==> src/rtl/mips_pipe_core_p.sv <==
// mips_pipe_core_p: parametrised 5-stage MIPS pipeline with memory wait states,
// selectable forwarding or interlock, HALT drain FSM and a retire trace port.
module mips_pipe_core_p #(
    parameter logic [31:0] RESET_PC = 32'h0,
    parameter int          FWD_EN   = 1,
    parameter int          DMEM_AW  = 10
) (
    input  logic               clk,
    input  logic               reset,
    output logic [31:0]        imem_addr,
    input  logic [31:0]        imem_rdata,
    input  logic               imem_valid,
    output logic [DMEM_AW-1:0] dmem_addr,
    output logic [31:0]        dmem_wdata,
    output logic               dmem_we,
    output logic               dmem_re,
    input  logic [31:0]        dmem_rdata,
    input  logic               dmem_ready,
    output logic               retire_valid,
    output logic [31:0]        retire_pc,
    output logic               halted
);
    typedef enum logic [1:0] {RUN, DRAIN, HALTED} state_t;

    localparam logic [5:0] OP_R = 6'h00, OP_LW = 6'h23, OP_SW = 6'h2B, OP_BEQ = 6'h04;
    localparam logic [5:0] OP_BNE = 6'h05, OP_ADDI = 6'h08, OP_J = 6'h02, OP_HALT = 6'h3F;

    state_t state, state_nx;
    logic [31:0] pc;
    logic        ifid_v;
    logic [31:0] ifid_pc, ifid_ir;
    logic        idex_v;
    logic [31:0] idex_pc, idex_ir, idex_a, idex_b;
    logic [4:0]  idex_dst;
    logic        exm_v, exm_re, exm_we, exm_halt;
    logic [31:0] exm_pc, exm_res, exm_sd;
    logic [4:0]  exm_dst;
    logic        wb_v;
    logic [31:0] wb_pc, wb_data;
    logic [4:0]  wb_dst;
    logic [31:0] rf [32];

    logic [5:0]  id_op, id_fn, ex_op, ex_fn;
    logic [4:0]  id_rs, id_rt, id_dst, ex_rs, ex_rt;
    logic        id_r, id_legal, id_use_rs, id_use_rt, halt_id, wb_wr;
    logic        ex_hit, mem_hit, load_use, stall_id, mem_wait, take, fetch_en;
    logic [31:0] id_a, id_b, ex_a, ex_b, ex_imm, ex_res, ex_pc4, target;

    always_comb begin
        id_op     = ifid_ir[31:26];
        id_fn     = ifid_ir[5:0];
        id_rs     = ifid_ir[25:21];
        id_rt     = ifid_ir[20:16];
        id_r      = id_op == OP_R && id_fn inside {6'h20, 6'h22, 6'h24, 6'h25, 6'h2A};
        id_legal  = id_r || id_op inside {OP_LW, OP_SW, OP_BEQ, OP_BNE, OP_ADDI, OP_J, OP_HALT};
        id_dst    = id_r ? ifid_ir[15:11] : (id_op == OP_LW || id_op == OP_ADDI) ? id_rt : 5'd0;
        id_use_rs = id_r || id_op inside {OP_LW, OP_SW, OP_BEQ, OP_BNE, OP_ADDI};
        id_use_rt = id_r || id_op inside {OP_SW, OP_BEQ, OP_BNE};
        halt_id   = ifid_v && id_op == OP_HALT;
        // rf[0] is never written, so r0 reads zero without a special case
        wb_wr     = wb_v && wb_dst != 5'd0;
        id_a      = (wb_wr && wb_dst == id_rs) ? wb_data : rf[id_rs];
        id_b      = (wb_wr && wb_dst == id_rt) ? wb_data : rf[id_rt];
        ex_hit    = idex_v && idex_dst != 5'd0 &&
                    ((id_use_rs && idex_dst == id_rs) || (id_use_rt && idex_dst == id_rt));
        mem_hit   = exm_v && exm_dst != 5'd0 &&
                    ((id_use_rs && exm_dst == id_rs) || (id_use_rt && exm_dst == id_rt));
        load_use  = ex_hit && idex_ir[31:26] == OP_LW;
        stall_id  = ifid_v && (FWD_EN != 0 ? load_use : (ex_hit || mem_hit));
    end

    always_comb begin
        ex_op  = idex_ir[31:26];
        ex_fn  = idex_ir[5:0];
        ex_rs  = idex_ir[25:21];
        ex_rt  = idex_ir[20:16];
        ex_imm = {{16{idex_ir[15]}}, idex_ir[15:0]};
        // MEM result takes priority over WB when both hold the source register
        ex_a   = (FWD_EN != 0 && exm_v && exm_dst != 5'd0 && exm_dst == ex_rs) ? exm_res :
                 (FWD_EN != 0 && wb_wr && wb_dst == ex_rs) ? wb_data : idex_a;
        ex_b   = (FWD_EN != 0 && exm_v && exm_dst != 5'd0 && exm_dst == ex_rt) ? exm_res :
                 (FWD_EN != 0 && wb_wr && wb_dst == ex_rt) ? wb_data : idex_b;
        ex_res = ex_op != OP_R   ? ex_a + ex_imm :
                 ex_fn == 6'h22  ? ex_a - ex_b :
                 ex_fn == 6'h24  ? ex_a & ex_b :
                 ex_fn == 6'h25  ? ex_a | ex_b :
                 ex_fn == 6'h2A  ? {31'd0, $signed(ex_a) < $signed(ex_b)} : ex_a + ex_b;
        ex_pc4 = idex_pc + 32'd4;
        take   = idex_v && ((ex_op == OP_BEQ && ex_a == ex_b) ||
                            (ex_op == OP_BNE && ex_a != ex_b) || ex_op == OP_J);
        target = ex_op == OP_J ? {ex_pc4[31:28], idex_ir[25:0], 2'b00} : ex_pc4 + (ex_imm << 2);
    end

    assign dmem_re      = exm_v && exm_re;
    assign dmem_we      = exm_v && exm_we;
    assign dmem_addr    = exm_res[DMEM_AW+1:2];
    assign dmem_wdata   = exm_sd;
    assign mem_wait     = (dmem_re || dmem_we) && !dmem_ready;
    assign fetch_en     = state == RUN && !halt_id && imem_valid;
    assign imem_addr    = pc;
    assign retire_valid = wb_v;
    assign retire_pc    = wb_pc;
    assign halted       = state == HALTED;

    always_comb begin
        state_nx = state;
        if (state == RUN)
            state_nx = (halt_id && !mem_wait && !take) ? DRAIN : RUN;
        else if (state == DRAIN)
            state_nx = (!mem_wait && take) ? RUN : (exm_v && exm_halt) ? HALTED : DRAIN;
    end

    always_ff @(posedge clk or negedge reset)
        if (!reset) state <= RUN;
        else state <= state_nx;

    always_ff @(posedge clk or negedge reset)
        if (!reset) for (int i = 0; i < 32; i++) rf[i] <= '0;
        else if (wb_wr) rf[wb_dst] <= wb_data;

    always_ff @(posedge clk or negedge reset) begin
        if (!reset) begin
            pc       <= RESET_PC;
            ifid_v   <= 1'b0;
            ifid_pc  <= '0;
            ifid_ir  <= '0;
            idex_v   <= 1'b0;
            idex_pc  <= '0;
            idex_ir  <= '0;
            idex_a   <= '0;
            idex_b   <= '0;
            idex_dst <= '0;
            exm_v    <= 1'b0;
            exm_re   <= 1'b0;
            exm_we   <= 1'b0;
            exm_halt <= 1'b0;
            exm_pc   <= '0;
            exm_res  <= '0;
            exm_sd   <= '0;
            exm_dst  <= '0;
            wb_v     <= 1'b0;
            wb_pc    <= '0;
            wb_data  <= '0;
            wb_dst   <= '0;
        end else if (!mem_wait) begin
            pc <= take ? target : (stall_id || !fetch_en) ? pc : pc + 32'd4;
            if (take) begin
                ifid_v <= 1'b0;
            end else if (!stall_id) begin
                ifid_v  <= fetch_en;
                ifid_pc <= pc;
                ifid_ir <= imem_rdata;
            end
            idex_v   <= ifid_v && id_legal && !take && !stall_id;
            idex_pc  <= ifid_pc;
            idex_ir  <= ifid_ir;
            idex_a   <= id_a;
            idex_b   <= id_b;
            idex_dst <= id_dst;
            exm_v    <= idex_v;
            exm_pc   <= idex_pc;
            exm_res  <= ex_res;
            exm_sd   <= ex_b;
            exm_dst  <= idex_dst;
            exm_re   <= ex_op == OP_LW;
            exm_we   <= ex_op == OP_SW;
            exm_halt <= ex_op == OP_HALT;
            wb_v     <= exm_v;
            wb_pc    <= exm_pc;
            wb_dst   <= exm_dst;
            wb_data  <= exm_re ? dmem_rdata : exm_res;
        end else begin
            // Frozen EX keeps its forwarded operands since WB drains to a bubble
            idex_a <= ex_a;
            idex_b <= ex_b;
            wb_v   <= 1'b0;
        end
    end
endmodule

==> config.mk <==
export PLATFORM = sky130hd
export DESIGN_NAME = mips_pipe_core_p
export DESIGN_NICKNAME = d
export VERILOG_FILES = /design/src/rtl/mips_pipe_core_p.sv
export SDC_FILE = /design/constraint.sdc
export NUM_CORES = 2
export LEC_CHECK = 0
export CAP_MARGIN = 30
export CORE_ASPECT_RATIO = 1.5
export CORE_MARGIN = 3
export CORE_UTILIZATION = 50
export CTS_CLUSTER_DIAMETER = 150
export DETAILED_ROUTE_END_ITERATION = 10
export GPL_ROUTABILITY_DRIVEN = 0
export GPL_TIMING_DRIVEN = 1
export MAX_ROUTING_LAYER = met4
export PLACE_DENSITY = 0.72
export SYNTH_ARGS = -nofsm -noshare
export SYNTH_HDL_FRONTEND = slang
export SYNTH_SLANG_ARGS = --single-unit
==> constraint.sdc <==
create_clock -name clk -period 8.8 [get_ports clk]
set_clock_uncertainty 0.1 [all_clocks]
set_input_delay 1.32 -clock clk [delete_from_list [all_inputs] [get_ports clk]]
set_output_delay 1.32 -clock clk [all_outputs]
set_load 0.01 [all_outputs]
# [Word level (Yosys, flattened, before mapping)]
# Index checks and enable logic that the tools add are counted.
[totals] regBits=1432 in_bits=68 output_inout_bits=110 elab_cells=207
[op_classes] add_sub_neg=6 magnitude_cmp=5 eq_ne=36 mux=36 bitwise_logic=8 n_reduce_logical=61
[op_table] operator="1024-bit bitwise mux" n=1
[op_table] operator="32-bit two-way mux" n=22
[op_table] operator="32-bit binary-select mux with 5-bit select" n=2
[op_table] operator="32-bit demux with 5-bit select" n=1
[op_table] operator="32-bit adder" n=3
[op_table] operator="6-bit == test, second input constant" n=15
[op_table] operator="32-bit by 3-bit adder with 32-bit output, second input constant" n=2
[op_table] operator="5-bit == test" n=8
[op_table] operator="32-bit AND" n=1
[op_table] operator="32-bit == test" n=1
[op_table] operator="1-bit logical AND" n=32
[op_table] operator="32-bit < comparator" n=1
[op_table] operator="32-bit inequality test" n=1
[op_table] operator="32-bit bitwise OR" n=1
[op_table] operator="32-bit subtractor" n=1
[op_table] operator="5-bit nonzero test" n=5
[op_table] operator="6-bit by 3-bit == test with 1-bit output, second input constant" n=4
[op_table] operator="6-bit >= comparator, second input constant" n=3
[op_table] operator="5-bit inverter with 6-bit output" n=3
[op_table] operator="6-bit by 2-bit == test with 1-bit output, second input constant" n=2
[op_table] operator="5-bit two-way mux" n=2
[op_table] operator="1-bit logical OR" n=9
[op_table] operator="2-bit two-way mux" n=4
[op_table] operator="7-bit nonzero test" n=1
[op_table] operator="other kinds (16)" n=27

# [Depth between registers and ports, before layout]
[depth] ltp_word=14 mapped_depth=22 depth_no_buf=21

# [Worst setup path before layout]
# OpenSTA, ideal clock, no wires.
[synth_path] path_kind="register -> register" start="register wb_dst[2]" end="register ifid_pc[28]" setup_time_ns=0.125 t_arrival_ns=4.966 required_ns=8.575 slack_ns=3.609 stages_incl_launch_ff=20 path_buffers=5 period_less_slack_ns=5.191 path_cell_list="dfrtp_1 > xor2_1 > a211o_1 > nor2_1 > buf_1 > mux2i_1 > o21ai_0 > ha_1 > clkbuf_1 > nor4b_1 > nand3_1 > nor4_1 > a21oi_1 > o22ai_1 > nand3_1 > nand2b_1 > clkbuf_1 > buf_2 > clkbuf_1 > mux2_2"
[synth_between] elab_chain_cells=12 word_cells_on_any_way=19 classes_between="eq/ne (4); mux (4); bitwise (1); reduce/logical (10)"
[synth_lines] element="start, declared" line_no="40" rtl="logic [4:0] wb_dst;"
[synth_lines] element="start signal, assigned" line_no="170" rtl="wb_dst <= exm_dst;"
[synth_lines] element="5-bit nonzero test" line_no="61" rtl="wb_wr = wb_v && wb_dst != 5'd0;"
[synth_lines] element="1-bit logical AND" line_no="61"
[synth_lines] element="1-bit logical AND, on equally long branches" line_no="80, 82"
[synth_lines] element="32-bit two-way mux, on equally long branches" line_no="80, 82"
[synth_lines] element="32-bit two-way mux, on equally long branches" line_no="79, 81"
[synth_lines] element="32-bit == test or 32-bit inequality test (tied branches)" line_no="89, 90"
[synth_lines] element="1-bit logical AND, on equally long branches" line_no="89, 90"
[synth_lines] element="1-bit logical OR (*)" line_no="89" rtl="take = idex_v && ((ex_op == OP_BEQ && ex_a == ex_b) ||"
[synth_lines] element="1-bit logical OR (*)" line_no="90" rtl="(ex_op == OP_BNE && ex_a != ex_b) || ex_op == OP_J);"
[synth_lines] element="1-bit logical AND (*)" line_no="89"
[synth_lines] element="1-bit inverter (no line) (*)"
[synth_lines] element="3-bit AND reduction (no line) (*)"
[synth_lines] element="end signal, assigned" line_no="151" rtl="ifid_pc <= pc;"
[synth_lines] element="end, declared" line_no="31" rtl="logic [31:0] ifid_pc, ifid_ir;"
# Mark *: on every way between the ends. The rest lies on a longest branch, timed or not.
# A chain may end at the register's enable or synchronous reset.

# [Final worst setup path]
[layout_path] start="register wb_dst[2]" end="register pc[28] (netlist: imem_addr[28])"
[layout_between] elab_chain_cells=12 word_cells_on_any_way=20 classes_between="eq/ne (5); mux (5); reduce/logical (10)"
[layout_lines] element="5-bit nonzero test" line_no="61"
[layout_lines] element="1-bit logical AND" line_no="61"
[layout_lines] element="1-bit logical AND, on equally long branches" line_no="80, 82"
[layout_lines] element="32-bit two-way mux, on equally long branches" line_no="80, 82"
[layout_lines] element="32-bit two-way mux, on equally long branches" line_no="79, 81"
[layout_lines] element="32-bit == test or 32-bit inequality test (tied branches)" line_no="89, 90"
[layout_lines] element="1-bit logical AND, on equally long branches" line_no="89, 90"
[layout_lines] element="1-bit logical OR (*)" line_no="89"
[layout_lines] element="1-bit logical OR (*)" line_no="90"
[layout_lines] element="1-bit logical AND (*)" line_no="89"
[layout_lines] element="2-bit inequality test (no line)"
[layout_lines] element="2-bit AND reduction (no line)"
[layout_lines] element="end signal, assigned" line_no="146" rtl="pc <= take ? target : (stall_id || !fetch_en) ? pc : pc + 32'd4;"
[layout_lines] element="end, declared" line_no="29" rtl="logic [31:0] pc;"
# Marked as above.

==> results.md <==
* Status: finished clean
* Syn Area/Cell at 12.3 µm²
* Initial antenna violation count at 5
* Clock-pin slew on the worst setup and hold paths at around 0.07 ns
* Cts repair resizes at 0
* Leak at ~40 nW
* 1st-pass router iterations at 6
* Dominant synthesized flop cell: dfrtp_1
* Final TNS setup at 0 ns
* Yosys cell types at 85
* PortBufs at 177
* Unrepaired setup endpoints after global routing: false
* Max FO, Critical Path at 30
* Die Wd at 334 µm
* Row count at 180
* Number of cells on the critical path at 20
* Final min period at roughly 7.2 ns
* Register area share after synthesis at 44.4%
* Critical path class: reg -> reg
* Crit path capture type: flip-flop
* HPWL Detailed at 148 mm
* Critical path startpoint: wb_dst[2]
* Most used cell, CP: buf_4
* Total global routing overflow at 0
* Post-synth ARST share at 100%
* First-pass GRT wire length at roughly 360 mm
* Clock root buffer: clkbuf_16
* CP Buf/Inv Count at 3
* Max Fclk at between 100 and 150 MHz
* Clk buf depth at 3
* CTS tree: done
* I/O pins at roughly 180
* Multi-input logic area at 0.0424 mm²
* Die Y-Extent at between 400 and 500 µm
* H-tree level count at 4
* Actual slew at the worst max-slew pin at 1.08 ns
* Via Count at between 50000 and 60000
* Yosys reg bits at 1432
* WP data arrival at 7.78 ns
* Setup Viol. Count Final at 0
* R2R Path Start: wb_dst[2]
* DR iter-0 viols at 5663
* Register area at 0.0359 mm²
* Core area at 0.160 mm²
* Clk Latency, worst-skew pair at 0.79 ns
* Synth Cell Area at 0.0807 mm²
* Hold Worst Slack at a little under 0.3 ns
* Crit-path max cell delay at roughly 0.65 ns
* Synthesis-to-finish area growth at 10.7%
* Flop2flop setup slack at 1.59 ns
* Ys Warns at 0
* Pwr dens at 163 mW/mm²
* Req. time, crit path at 9.37 ns
* Top delay family on crit path: simple AND/OR/NAND/NOR gates
* Hold path start: rf[1020]
* Max VDD drop at 0.198 mV
* Vias in the first global route at a little under 60000
* CTS buffer count at around 130
* Hold_buf cts at 0
* CP Cell Sequence: nor3_2 -> a211o_1 -> nor2_4 -> buf_4 -> mux2i_1 -> o21ai_0 -> ha_1 -> nor4b_1 -> nand4_1 -> nor4_1 -> buf_4 -> a21oi_1 -> o22ai_1 -> and3_1 -> buf_4 -> nand2_1 -> o31a_1 -> a21oi_1 -> o22ai_1 -> a211oi_1
* Critical Path Sink: imem_addr[28]
* Max_cap viols at 0
* Reg-to-reg endpoint: imem_addr[28]
* Hold crit path type: reg -> reg
* Via density at 6.58
* Slowest cell on crit path: dfrtp_1
* Synth Instances at 6545
* Fin nets at 6617
* Final wirelength at between 200 and 250 mm
* Final period util at between 80 and 90%
* Post-Syn Nets at just under 7000
* Initial Utilization at between 50% and 60%
* DR WL/cell at about 28 µm
* Die footprint at 0.166 mm²
* Total GRT Usage at 29.7%
* Share of layout cells above drive strength 1 at roughly 32%
* Slew headroom at 28.2%
* Hold Vio Cnt, Final at 0
* DRC at 0
* Num Clock Sinks at 1432
* Max Slew Vio Count at 0
* Largest net degree at the start of global routing at 229
* Final ANT Viol Nets at 0
* Reg2reg path depth at 20
* CP Launch Type: flip-flop
* Setup bufs post-CTS at 0
* Number of synthesized flops with an enable pin at 0
* Fillcell total at 12800
[area by class of cell]
| cell class | count | share of cell area, % |
|---|---|---|
| Sequential cell | 1432 | 40.1 |
| Clock buffer | 192 | 4.30 |
| Inverter | 108 | 0.454 |
| Clock inverter | 49 | 0.800 |
| Multi-Input combinational cell | 4395 | 47.4 |
| Tap cell | 2093 | 2.93 |
| Antenna cell | 5 | 0.0140 |
| Timing Repair Buffer | 317 | 3.91 |
[registers in the layout, indices dropped and copies added (netlist names)]
name and cells:
dmem_wdata 32, exm_dst 5, exm_halt 1, exm_pc 32, exm_re 1, exm_res 32
exm_v 1, exm_we 1, idex_a 32, idex_b 32, idex_dst 5, idex_ir 32
idex_pc 32, idex_v 1, ifid_ir 32, ifid_pc 32, ifid_v 1, imem_addr 32
retire_pc 32, retire_valid 1, rf 1024, state 2, wb_data 32, wb_dst 5
[worst min path at each step]
stage / depth (start not counted) / endpoint / slack [ns]
detailed placement: 0 / rf[993] / 0.28
finish: 0 / rf[1020] / 0.30
global placement: 0 / rf[1017] / 0.28
global route: 0 / rf[1002] / 0.31
floorplan: 2 / exm_pc[0] / 0.34
CTS: 0 / rf[1009] / 0.30
[cell usage in the layout, fill, tap and decap left out, drive strengths merged, types with 13 or more instances in the layout]
cell and instances:
dfrtp 1432, a31oi 28, nor4 20, clkdlybuf4s50 176, nand4 19, clkbuf 192, a211oi 29, nand2 776
xnor2 108, o22ai 24, mux2 1038, clkinv 27, nor3 38, nor2b 21, a21oi 268, o21ai 348
nand2b 24, mux2i 163, and3 23, nor2 284, o21a 18, xor2 44, a21o 36, nand3 59
buf 141, a221oi 16, inv 114, o21bai 25, or3 13, ha 159, mux4 640
[worst register-to-register path: stages (launching register included)]
cell	delay (ns)
dfrtp_1	0.65
nor3_2	0.19
a211o_1	0.36
nor2_4	0.56
buf_4	0.43
mux2i_1	0.13
o21ai_0	0.48
ha_1	0.46
nor4b_1	0.53
nand4_1	0.22
nor4_1	0.33
buf_4	0.20
a21oi_1	0.07
o22ai_1	0.28
and3_1	0.21
buf_4	0.32
nand2_1	0.36
o31a_1	0.54
a21oi_1	0.29
o22ai_1	0.13
a211oi_1	0.26
[metal layers]
metal / up-vias / global-route usage, % / share of wire [%]
met2: 2840 / 47.3 / 48
met1: 29100 / 35.9 / 37
li1: 23700 / - / -
met5: - / - / 0
met3: 842 / 5.32 / 8.0
met4: 0 / 16.9 / 6.9
[cells in the mapped netlist (13+ instances only)]
| master | number | area, µm² |
|---|---|---|
| a211oi_1 | 29 | 218 |
| a21o_1 | 36 | 270 |
| a21oi_1 | 267 | 1340 |
| a221oi_1 | 16 | 140 |
| a31oi_1 | 28 | 175 |
| and3_1 | 23 | 144 |
| buf_1 | 118 | 443 |
| clkbuf_1 | 465 | 1750 |
| dfrtp_1 | 1432 | 35800 |
| ha_1 | 159 | 1990 |
| inv_1 | 107 | 402 |
| mux2_2 | 1038 | 11700 |
| mux2i_1 | 163 | 1630 |
| mux4_2 | 640 | 14400 |
| nand2_1 | 776 | 2910 |
| nand2b_1 | 24 | 150 |
| nand3_1 | 59 | 295 |
| nand4_1 | 19 | 119 |
| nor2_1 | 282 | 1060 |
| nor2b_1 | 20 | 125 |
| nor3_1 | 37 | 185 |
| nor4_1 | 20 | 125 |
| o21a_1 | 18 | 135 |
| o21ai_0 | 344 | 1720 |
| o21bai_1 | 25 | 188 |
| o22ai_1 | 24 | 150 |
| or3_1 | 13 | 81.3 |
| xnor2_1 | 108 | 946 |
| xor2_1 | 44 | 385 |
[logic make-up (layout without fill, tap and decap cells)]
group           after synthesis  in the layout  synth area share, %
compound gates              909            909                 6.68
xor+xnor                    152            152                 1.65
fa+ha+maj                   162            162                 2.54
buf+inv                     718            666                 3.41
flops                      1432           1432                 44.4
mux                        1841           1841                 34.3
other cells                   0              5                    0
simple gates               1331           1331                 6.99
[metrics by stage]
step	worst slack (ns)	std cells	cell area (µm²)	util (%)	power (mW)
finish	1.59	8591	89400	55.7	14.6
global route	1.24	8590	89400	55.7	15.1
CTS	1.80	8584	89300	55.7	14.7
detailed placement	1.86	8343	84700	52.8	8.59
global placement	1.95	8320	84100	52.5	8.52
floorplan	3.61	6545	80700	-	7.92
[power by group]
group / leakage [nW] / switching [mW] / internal (mW)
registers: 19.6 / 0.240 / 6.74
logic: 18.4 / 0.891 / 0.620
clock network: 2.23 / 2.66 / 3.43
total: 40.2 / 3.79 / 10.8
Power figures use the tool's default switching activity.
